<file path="src/rtl/instr_fetch_unit.sv">
// -----------------------------------------------------------------------------
// instr_fetch_unit
//   Fetch stage feeding the execute/ALU stage. Owns the PC and issues reads to
//   a synchronous instruction memory (data returns one cycle after the read).
//   Each returned word is tagged with its PC and queued in a 2-entry buffer.
//   The head entry is presented to execute with its fields pre-split, over a
//   valid/ready handshake. Execute can redirect the PC at any time. Fetching
//   stops once a HALT opcode has been queued. When execute accepts the HALT,
//   halted is raised and stays high until a redirect or a reset.
//
// Ports
//   clk             rising-edge clock
//   reset           synchronous, active-low
//   imem_rd_en      instruction memory read request (this cycle)
//   imem_addr       read address (current PC)
//   imem_data       read data, valid the cycle after imem_rd_en
//   redirect_valid  one-cycle request from execute to change the PC
//   redirect_pc     new PC for the redirect
//   out_valid       head instruction available
//   out_ready       execute accepts the head this cycle
//   out_instr       raw head instruction (0 when out_valid=0)
//   out_pc          PC of the head instruction (0 when out_valid=0)
//   out_opcode/out_rd/out_rs/out_rt/out_shamt/out_func/out_imm
//                   decoded fields of out_instr
//   halted          a HALT instruction has been accepted by execute
// -----------------------------------------------------------------------------
module instr_fetch_unit #(
   parameter int                ADDR_W      = 5,
   parameter int                DATA_W      = 32,
   parameter logic [ADDR_W-1:0] RESET_PC    = '0,
   parameter logic [5:0]        HALT_OPCODE = 6'd63
) (
   input  logic              clk,
   input  logic              reset,
   output logic              imem_rd_en,
   output logic [ADDR_W-1:0] imem_addr,
   input  logic [DATA_W-1:0] imem_data,
   input  logic              redirect_valid,
   input  logic [ADDR_W-1:0] redirect_pc,
   output logic              out_valid,
   input  logic              out_ready,
   output logic [DATA_W-1:0] out_instr,
   output logic [ADDR_W-1:0] out_pc,
   output logic [5:0]        out_opcode,
   output logic [4:0]        out_rd,
   output logic [4:0]        out_rs,
   output logic [4:0]        out_rt,
   output logic [4:0]        out_shamt,
   output logic [5:0]        out_func,
   output logic [15:0]       out_imm,
   output logic              halted
);

   typedef enum logic [1:0] {FETCH, HALT_WAIT, HALTED} state_t;

   state_t            state, state_nxt;
   logic [ADDR_W-1:0] pc;
   logic              vld_p1;
   logic [ADDR_W-1:0] pc_p1;
   logic [1:0]        count;
   logic [DATA_W-1:0] buf_instr_p2 [2];
   logic [ADDR_W-1:0] buf_pc_p2    [2];

   logic              pop, push, push_halt, head_halt, room, issue;
   logic [1:0]        wr_idx;

   function automatic logic is_halt(input logic [DATA_W-1:0] word);
      return word[31:26] == HALT_OPCODE;
   endfunction

   // ---------------------------------------------------------------------------
   // Control: handshake, issue and buffer bookkeeping
   // ---------------------------------------------------------------------------
   assign out_valid = (count != 2'd0);
   assign pop       = out_valid && out_ready;
   // A redirect discards whatever the memory returns this cycle.
   assign push      = vld_p1 && !redirect_valid;
   assign push_halt = push && is_halt(imem_data);
   assign head_halt = is_halt(buf_instr_p2[0]);
   assign room      = ({1'b0, count} + {2'b00, vld_p1}) < 3'd2;

   // A HALT word arriving this cycle also blocks this cycle's issue. Without
   // that block, the word after the HALT would already be in flight.
   assign issue = reset && (state == FETCH) && !redirect_valid && !push_halt &&
                  (room || pop);

   assign imem_rd_en = issue;
   assign imem_addr  = pc;
   assign halted     = (state == HALTED);

   // After a pop the surviving entry moves to slot 0, so a push lands at count-pop.
   assign wr_idx = count - {1'b0, pop};

   always_comb begin
      state_nxt = state;
      if (redirect_valid) begin
         state_nxt = FETCH;
      end else begin
         unique case (state)
            FETCH:     if (push_halt)         state_nxt = HALT_WAIT;
            HALT_WAIT: if (pop && head_halt)  state_nxt = HALTED;
            HALTED:                           state_nxt = HALTED;
            default:                          state_nxt = FETCH;
         endcase
      end
   end

   always_ff @(posedge clk) begin
      if (!reset) begin
         state  <= FETCH;
         pc     <= RESET_PC;
         vld_p1 <= 1'b0;
         count  <= 2'd0;
      end else begin
         state <= state_nxt;
         if (redirect_valid) begin
            pc     <= redirect_pc;
            vld_p1 <= 1'b0;
            count  <= 2'd0;
         end else begin
            vld_p1 <= issue;
            if (issue) pc <= pc + ADDR_W'(1);
            count <= count + {1'b0, push} - {1'b0, pop};
         end
      end
   end

   // ---------------------------------------------------------------------------
   // p0 -> p1: request PC captured so the returning word can be tagged
   // p1 -> p2: returning word written into the 2-entry buffer
   // ---------------------------------------------------------------------------
   always_ff @(posedge clk) begin
      if (issue) pc_p1 <= pc;
      if (pop) begin
         buf_instr_p2[0] <= buf_instr_p2[1];
         buf_pc_p2[0]    <= buf_pc_p2[1];
      end
      if (push) begin
         if (wr_idx == 2'd0) begin
            buf_instr_p2[0] <= imem_data;
            buf_pc_p2[0]    <= pc_p1;
         end else begin
            buf_instr_p2[1] <= imem_data;
            buf_pc_p2[1]    <= pc_p1;
         end
      end
   end

   // ---------------------------------------------------------------------------
   // p2 -> execute: head entry with fields forced to zero when not valid
   // ---------------------------------------------------------------------------
   assign out_instr  = out_valid ? buf_instr_p2[0] : '0;
   assign out_pc     = out_valid ? buf_pc_p2[0]    : '0;
   assign out_opcode = out_instr[31:26];
   assign out_rd     = out_instr[25:21];
   assign out_rs     = out_instr[20:16];
   assign out_rt     = out_instr[15:11];
   assign out_shamt  = out_instr[10:6];
   assign out_func   = out_instr[5:0];
   assign out_imm    = out_instr[15:0];

   a_no_overflow: assert property (@(posedge clk) disable iff (!reset)
                                   !(push && (count == 2'd2) && !pop));

endmodule

</file>
<file path="config.mk">
export PLATFORM = sky130hd
export DESIGN_NAME = instr_fetch_unit
export DESIGN_NICKNAME = d
export VERILOG_FILES = /design/src/rtl/instr_fetch_unit.sv
export SDC_FILE = /design/constraint.sdc
export NUM_CORES = 1
export LEC_CHECK = 0
export CORE_MARGIN = 4
export CORE_UTILIZATION = 55
export DETAILED_ROUTE_END_ITERATION = 6
export DONT_BUFFER_PORTS = 1
export HOLD_SLACK_MARGIN = 0.15
export PLACE_DENSITY = 0.73
export SLEW_MARGIN = 20
export SYNTH_ARGS = -nofsm -noshare
export SYNTH_HDL_FRONTEND = slang
export SYNTH_SLANG_ARGS = --single-unit
export TNS_END_PERCENT = 10
</file>
<file path="constraint.sdc">
create_clock -name clk -period 5 [get_ports clk]
set_clock_uncertainty 0.1 [all_clocks]
set_input_delay 0.5 -clock clk [delete_from_list [all_inputs] [get_ports clk]]
set_output_delay 0.5 -clock clk [all_outputs]
set_load 0.01 [all_outputs]
</file>
# Word level (Yosys, flattened, before mapping)
# Memory sizes are Yosys's and may differ from the RTL's.
# Cells that the tools add are included.
op_classes:
  add_sub_neg: 5
  magnitude_cmp: 1
  eq_ne: 6
  n_mux: 17
  bitwise: 3
  n_reduce_logical: 17
op_table:
  columns: ["op", "n"]
  rows:
  - ["32-bit two-way mux", 2]
  - ["5-bit two-way mux", 4]
  - ["6-bit equality test (second input constant)", 2]
  - ["1-bit logical AND", 8]
  - ["1-bit two-way mux", 8]
  - ["2-bit one-hot mux with 3 select lines", 1]
  - ["5-bit by 1-bit adder with 5-bit output (second input constant)", 1]
  - ["2-bit zero test", 2]
  - ["2-bit two-way mux", 2]
  - ["2-bit != test (second input constant)", 2]
  - ["2-bit nonzero test", 2]
  - ["2-bit by 1-bit subtractor with 2-bit output", 2]
  - ["2-bit by 1-bit adder with 3-bit output", 1]
  - ["3-bit by 2-bit < comparator with 1-bit output (second input constant)", 1]
  - ["2-bit by 1-bit adder with 2-bit output", 1]
  - ["2-bit by 1-bit equality test with 1-bit output (second input constant)", 1]
  - ["2-bit equality test (second input constant)", 1]
  - ["1-bit zero test", 2]
  - ["1-bit OR", 2]
  - ["2-bit AND reduction", 1]
  - ["2-bit OR reduction", 1]
  - ["1-bit logical OR", 1]
  - ["1-bit inverter", 1]
word_totals:
  reg_bits: 15
  ram_bits: 74
  inputBits: 41
  out_inout_bits: 93
  elab_cells: 56
  n_memories: 2
mem_list:
  columns: ["name", "words", "width", "read_ports", "rd_ports_with_merged_regs", "write_ports", "line", "rtl"]
  rows:
  - ["buf_instr_p2", 2, 32, 2, 0, 2, "61", "logic [DATA_W-1:0] buf_instr_p2 [2];"]
  - ["buf_pc_p2", 2, 5, 2, 0, 2, "62", "logic [ADDR_W-1:0] buf_pc_p2 [2];"]

# Depth between registers and ports, before layout
# Gate-level depths: netlist of the first run.
depth:
  ltp_word: 8
  ltp_mapped: 9
  ltp_nobuf: 8

# Least setup slack after synthesis of the first run
# No wires, ideal clock.
synth_timing:
  path_kind: "input-to-reg"
  startpoint: "input redirect_valid"
  endpoint: "memory buf_instr_p2[1][0], in the netlist buf_instr_p2[0][32], enable pin"
  setup_ns: 0.431
  arrival_time_ns: 2.236
  t_required_ns: 4.469
  slack_ns: 2.233
  stages: 2
  path_buffers: 0
  path_cell_list: "nand2b_4 > nor2_1"
synth_lines:
  columns: ["element", "line", "rtl"]
  rows:
  - ["from (decl)", "38", "input logic redirect_valid,"]
  - ["to (decl)", "61", null]

# Final worst setup path of the first run
layout_timing:
  startpoint: "register state[1]"
  endpoint: "output imem_rd_en"
layout_between:
  elab_chain_cells: 5
layout_lines:
  columns: ["element", "line", "rtl"]
  rows:
  - ["from (decl)", "56", "state_t state, state_nxt;"]
  - ["from (signal assigned)", "115", "state <= state_nxt;"]
  - ["2-bit zero test", "84", "assign issue = reset && (state == FETCH) && !redirect_valid && !push_halt &&"]
  - ["1-bit logical AND (4 in a row)", "84", null]
  - ["to (decl)", "35", "output logic imem_rd_en,"]
# No other way between the ends.

==> out/results.ini, run 1 <==
[setup_path]
cp-startpoint = state[1]
crit_end = imem_rd_en
path_delay_family = simple AND/OR/NAND/NOR gates
cp-start-kind = flip-flop
cp_slowest_stage_delay_ps = 900
critical_path_buf_inv_count = 1
worst_setup_path_end_kind = output port
path_max_fanout = 14
slowest_stage = nor3_1
path_class = reg -> out
required_ps = 4400
worst-r2r-cell-count = 3
worstPathArrival_ps = 2040
r2r-end = buf_instr_p2[0][11]
r2r-start = count[0]
ff2ff_setup_slack_ps = 2600
cp.depth = 4
crit_chain = inv_1, ha_1, o31ai_4, nor3_1

[yosys]
synth_edf_count = 79
ys.flop_type = edfxtp_1
synth.most_common_cell = edfxtp_1
ys_ff_latch = 89
avgSynthCellArea_um2 = 14.3
seq_area_frac_synth_pct = 63.2
syn-cell-area_um2 = 4070
yosysWarnings = 0
yosysUniqueCellTypes = 33
yosysTopAreaCellShare_pct = 58.3
yosys.area.top_type = edfxtp_1
synth_area_leaders = edfxtp_1, mux2_2, buf_4, and2_1, dfxtp_1
syn_nets = 331
async_flop_share_pct = 0
syn_inst = 284
synthTopCellsByCount = edfxtp_1, buf_4, and2_1, mux2_2, dfxtp_1

[finish]
area_growth_pct = 6.18
finalNonFillerCells = 375
fillers = 564
num_antenna_cells = 0
fin_nets = 318
layout-drive-gt1-share_pct = 21.7

[power]
leakage_nw = 1.47
switchingPower_mw = 0.308
power.total_mw = 1.36
clockPowerShare_pct = 31.9
powerDensity_nw_per_um2 = 314
switching_share_pct = 22.7
internal_power_mw = 1.05
pwr-share-comb_pct = 6.3
p_seq_share_pct = 61.8
irDropWorstVdd_v = 0.000213

[drt]
route.detailed.drc = 0
dr.first_iter.drc_count = 80
wirelength_mm = 6.77
wl_per_cell_um = 18.0
via_per_inst = 5.46
vias = 2046
antenna_left = 0
drtPass1Iterations = 4

[global_route]
antenna_found_initial = 0
grt_overflow_total = 0
grt_pass1_wl_mm = 10.8
grt_max_degree = 39
grtUsageTotal_pct = 16.1
grt_pass1_vias = 2161

[clocking]
cts.sinks = 89
clockBufferDepth = 2
hold_buffers = 32
post_cts_resized = 0
htreeDepth = 3
numCtsBuffers = 9
clk_pin_slew_worst_paths_ps = 90
clk_latency_ps = 350
cts_tree = built
post_cts_buffers = 0
root_buffer = clkbuf_8

[sta]
setup_slack_ps = 2360
drv_slew = 0
tns_ps = 0
hold_ws_ps = 177
post-route-min-period_ps = 2640
finalSetupViolations = 0
max_freq_mhz = 378
period_share_pct = 52.9
tightest_slew_ps = 1080
finalHoldViolations = 0
relSlewSlack_pct = 27.6
rsz0062_at_grt = false

[die]
row_count = 31
ios = 134
core_um2 = 7210
die_h_um = 94.0
die_w_um = 94.0
dieArea_um2 = 8840
initial_core_util_pct = 56.4

[run]
cap_violations = 0

[placed_design]
dp.cells = 326
hpwl_mm = 4.25
io_buffers = 0
dpl_worst_slack_ps = 2440
gp_congestion = 0.806

[status]
outcome = completed

[hold_path]
hold_class = in -> reg

[registers in the layout, indices dropped and copies added, names as in the netlist]
name,count
state,2
vld_p1,1
imem_addr,5
count,2
buf_pc_p2,10
pc_p1,5
buf_instr_p2,64
[area by class of cell]
class                   instances  area [um2]  share of cell area (%)
multi-input cells             131        1080                    24.9
clock inverters                 6        45.0                    1.04
well taps                      99         124                    2.87
inverters                       6        22.5                   0.521
clock buffers                  10         128                    2.95
flip-flops and latches         89        2570                    59.5
repair buffers                 34         355                    8.22
[power groups by stage]
stage	Combinational [mW]	Clock (mW)	Sequential, mW
3_3_place_gp	0.0639	0	0.855
2_1_floorplan	0.0675	0	0.852
6_report	0.0848	0.433	0.838
5_1_grt	0.0939	0.477	0.841
4_1_cts	0.0860	0.446	0.839
3_5_place_dp	0.0651	0	0.856
[worst min-delay path by stage]
stage                     startpoint         endpoint  slack [ps]  cells past startpoint
after floorplan             pc_p1[0]  buf_pc_p2[0][5]         320                      0
after detailed placement    pc_p1[1]  buf_pc_p2[0][6]         340                      0
after global routing           reset     imem_addr[2]         170                      1
after CTS                      reset     imem_addr[2]         160                      1
final                          reset     imem_addr[2]         180                      1
after global placement      pc_p1[0]  buf_pc_p2[0][5]         330                      0
[through the flow]
step | cell area (um2) | utilization, %
after floorplan | 4070 | -
after global placement | 3800 | 52.7
after detailed placement | 3800 | 52.7
after CTS | 4300 | 59.5
after global routing | 4320 | 59.9
final | 4320 | 59.9
[cell families after synthesis]
family | after synthesis | synth area share, %
flops | 89 | 63.2
mux | 37 | 10.2
compound gates | 19 | 3.53
simple gates | 67 | 10.0
buf+inv | 64 | 10.8
fa+ha+maj | 6 | 1.84
xor+xnor | 2 | 0.430
[routing by layer]
metal / track usage (%) / up-vias / routed length, um
met5: 0 / - / 0
met2: 24.7 / 94 / 3190
met4: 8.18 / 0 / 150
met1: 20.8 / 996 / 2810
met3: 4.81 / 11 / 610
li1: - / 945 / -
[cells in the final DEF, fill, tap and decap left out, types with 2 or more instances in the layout]
master,instances
or4_1,4
o21ai_0,3
nor3_1,3
mux2_2,37
dlygate4sd3_1,32
nand3_1,3
o31ai_1,3
clkbuf_8,9
or2_2,2
o311a_1,2
nor2_1,2
dfxtp_1,10
a31oi_1,2
a21oi_1,4
nand2_1,4
edfxtp_1,79
clkinv_4,2
nand4_1,4
and2_1,38
inv_1,6
clkinvlp_4,3
nor2b_1,2
ha_1,6
No activity file was read; power rests on OpenSTA's default activity.
==> run 2, diff against run 1 <==
--- a/config.mk
+++ b/config.mk
@@ -5,6 +5,7 @@
 export SDC_FILE = /design/constraint.sdc
 export NUM_CORES = 1
 export LEC_CHECK = 0
+export ABC_AREA = 1
 export CORE_MARGIN = 4
 export CORE_UTILIZATION = 55
 export DETAILED_ROUTE_END_ITERATION = 6
==> constraint.sdc (replaced) <==
create_clock -name clk -period 2.5 [get_ports clk]
set_clock_uncertainty 0.1 [all_clocks]
set_input_delay 0.25 -clock clk [delete_from_list [all_inputs] [get_ports clk]]
set_output_delay 0.25 -clock clk [all_outputs]
set_load 0.01 [all_outputs]
==> run 2 against run 1 <==
  * First-iteration DRC count rose by 73%
  * Setup slack got worse by 2000 ps
  * Via count increased by 25%
  * Combinational power rose to 3.0 times the previous value
  * Critical endpoint is now imem_addr[0]
  * Highest routed layer unchanged
==> out/results.ini, run 2 <==
[die]
dieArea_um2 = 9620  ; +8.8%
die_h_um = 98.1  ; +4.3%
initial_core_util_pct = 57.2  ; +0.76 points
row_count = 32  ; +3.2%
ios = 134  ; unchanged
die_w_um = 98.1  ; +4.3%
core_um2 = 7810  ; +8.2%

[finish]
multi_input_area_um2 = 1110  ; +3.3%
top_register = buf_instr_p2
fin_nets = 476  ; +50%
area_growth_pct = 7.03
largestRegisters = buf_instr_p2 x64, buf_pc_p2 x10
regArea_um2 = 2570  ; unchanged
mostFrequentLayoutCells = inv_1, edfxtp_1, nor2_1, nand2_1, dlygate4sd3_1
largest_reg_flops = 64  ; unchanged
fin_util_pct = 61.2  ; +1.3 points
finalNonFillerCells = 536  ; +43%
num_antenna_cells = 0  ; unchanged
layout-drive-gt1-share_pct = 19.4  ; -2.4 points
fillers = 648  ; +15%
layout_commonest_cell = inv_1
fin_area_um2 = 4780  ; +11%

[setup_path]
required_ps = 2680  ; -1720 ps
path_class = in -> reg
r2r-start = state[0]
cp-start-kind = input port
worstPathArrival_ps = 2370  ; +330 ps
cp-startpoint = redirect_valid
worst_setup_path_end_kind = flip-flop
path_max_fanout = 11  ; -3

[global_route]
grt_pass1_wl_mm = 12.5  ; +15%
grt_overflow_total = 0  ; unchanged
grt_max_degree = 75  ; +92%
grt_pass1_vias = 2593  ; +20%
antenna_found_initial = 0  ; unchanged
grtUsageTotal_pct = 16.2  ; +0.058 points

[yosys]
yosysTopAreaCellShare_pct = 53.1  ; -5.1 points
synth_edf_count = 79  ; unchanged
yosys.area.top_type = edfxtp_1
synthTopCellsByCount = inv_1, edfxtp_1, nor2_1, nand2_1, buf_4
async_flop_share_pct = 0  ; unchanged
yosysWarnings = 0  ; unchanged
avgSynthCellArea_um2 = 10.3  ; -28%
syn_nets = 479  ; +45%
synth.most_common_cell = inv_1
syn_inst = 432  ; +52%
ys.flop_type = edfxtp_1
seq_area_frac_synth_pct = 57.6  ; -5.6 points
syn-cell-area_um2 = 4470  ; +9.7%
yosysUniqueCellTypes = 27  ; -18%
ys_ff_latch = 89  ; unchanged
synth_area_leaders = edfxtp_1, buf_4, inv_1, o21ai_2, dfxtp_1

[power]
leakage_nw = 2.07  ; +41%
powerDensity_nw_per_um2 = 580  ; +85%
irDropWorstVdd_v = 0.000314  ; +47%

[sta]
hold_ws_ps = 197  ; +20.0 ps
post-route-min-period_ps = 2190
period_share_pct = 87.6
tns_ps = 0  ; unchanged
finalSetupViolations = 0  ; unchanged
drv_slew = 0  ; unchanged
finalHoldViolations = 0  ; unchanged
tightest_slew_ps = 581  ; -497 ps
max_freq_mhz = 457
relSlewSlack_pct = 61.1  ; +34 points
rsz0062_at_grt = false

[clocking]
cts_tree = built
clk_latency_ps = 330  ; -20 ps
numCtsBuffers = 9  ; unchanged
post_cts_buffers = 0  ; unchanged
cts.sinks = 89  ; unchanged
root_buffer = clkbuf_8
htreeDepth = 3  ; unchanged
hold_buffers = 41  ; +28%
clockBufferDepth = 2  ; unchanged
clk_pin_slew_worst_paths_ps = 80  ; about the same
post_cts_resized = 0  ; unchanged

[placed_design]
hpwl_mm = 4.96  ; +17%
placed_cell_area_um2 = 4210  ; +11%
gp_congestion = 0.815  ; +1.1%
dp.cells = 479  ; +47%
io_buffers = 0  ; unchanged

[drt]
dr.first_iter.drc_count = 138  ; +73%
wl_per_cell_um = 14.1  ; -22%
wirelength_mm = 7.58  ; +12%
antenna_left = 0  ; unchanged
via_per_inst = 4.78  ; -12%
drtPass1Iterations = 4  ; unchanged
vias = 2561  ; +25%
route.detailed.drc = 0  ; unchanged

[status]
outcome = completed

[hold_path]
hold_class = in -> reg
min_from = imem_data[28]

[run]
cap_violations = 0  ; unchanged

-- run 2: cell types whose count changed in the layout (fill, tap and decap cells not counted), moves of 4 or more --
cell	before	now
inv_1	6	86
nor2_1	2	50
nand2_1	4	50
and2_1	38	0
mux2_2	37	0
o21ai_2	0	32
nand2_2	0	22
dlygate4sd3_1	32	41
o21ai_0	3	9
nand3_1	3	7
or4_1	4	0
-- run 2: per-layer routing --
metal,vias up,wire length (um),global-route usage [%]
met5,-,0,0
met4,0,61,3.62
met3,7,541,5.93
met2,80,3810,28.0
met1,1181,3160,19.3
li1,1293,-,-
-- run 2: cell families after synthesis --
logic type	share of synthesized area (%)
buf+inv	18.1
fa+ha+maj	1.68
simple gates	14.2
compound gates	8.21
flops	57.6
xor+xnor	0.196
-- run 2: cell type report --
cell class | count | area share, %
clock buffers | 12 | 2.83
clock inverters | 4 | 0.471
multi-input cells | 194 | 23.2
repair buffers | 47 | 10.1
well taps | 102 | 2.67
inverters | 88 | 6.91
flip-flops and latches | 89 | 53.8
-- run 2: worst max-delay path, cell delays in order --
cell	delay, ps
dlygate4sd3_1	610
inv_2	230
nand2_2	140
nor2_2	110
nand2_2	80
nand3_4	110
nand2_4	80
nand2_1	70
nand2_1	40
dlygate4sd3_1	550
nor2_1	80
-- run 2: path summary, 6_finish.rpt --
check,slack [ps],endpoint,cells after the start
min,200,vld_p1,5
max reg2reg,510,imem_addr[3],9
max,310,imem_addr[0],11
min reg2reg,350,buf_pc_p2[0][5],0
-- run 2: metrics by stage --
stage	setup WS (ps)	total power, mW
4_1_cts	340	2.80
5_1_grt	170	2.91
3_3_place_gp	788	1.91
2_1_floorplan	-90.1	1.91
3_5_place_dp	708	1.92
6_report	310	2.77
-- run 2: power by group --
part | switching [mW] | internal [mW]
registers | 0.0260 | 1.66
logic | 0.160 | 0.0940
clock network | 0.474 | 0.358
total | 0.659 | 2.11
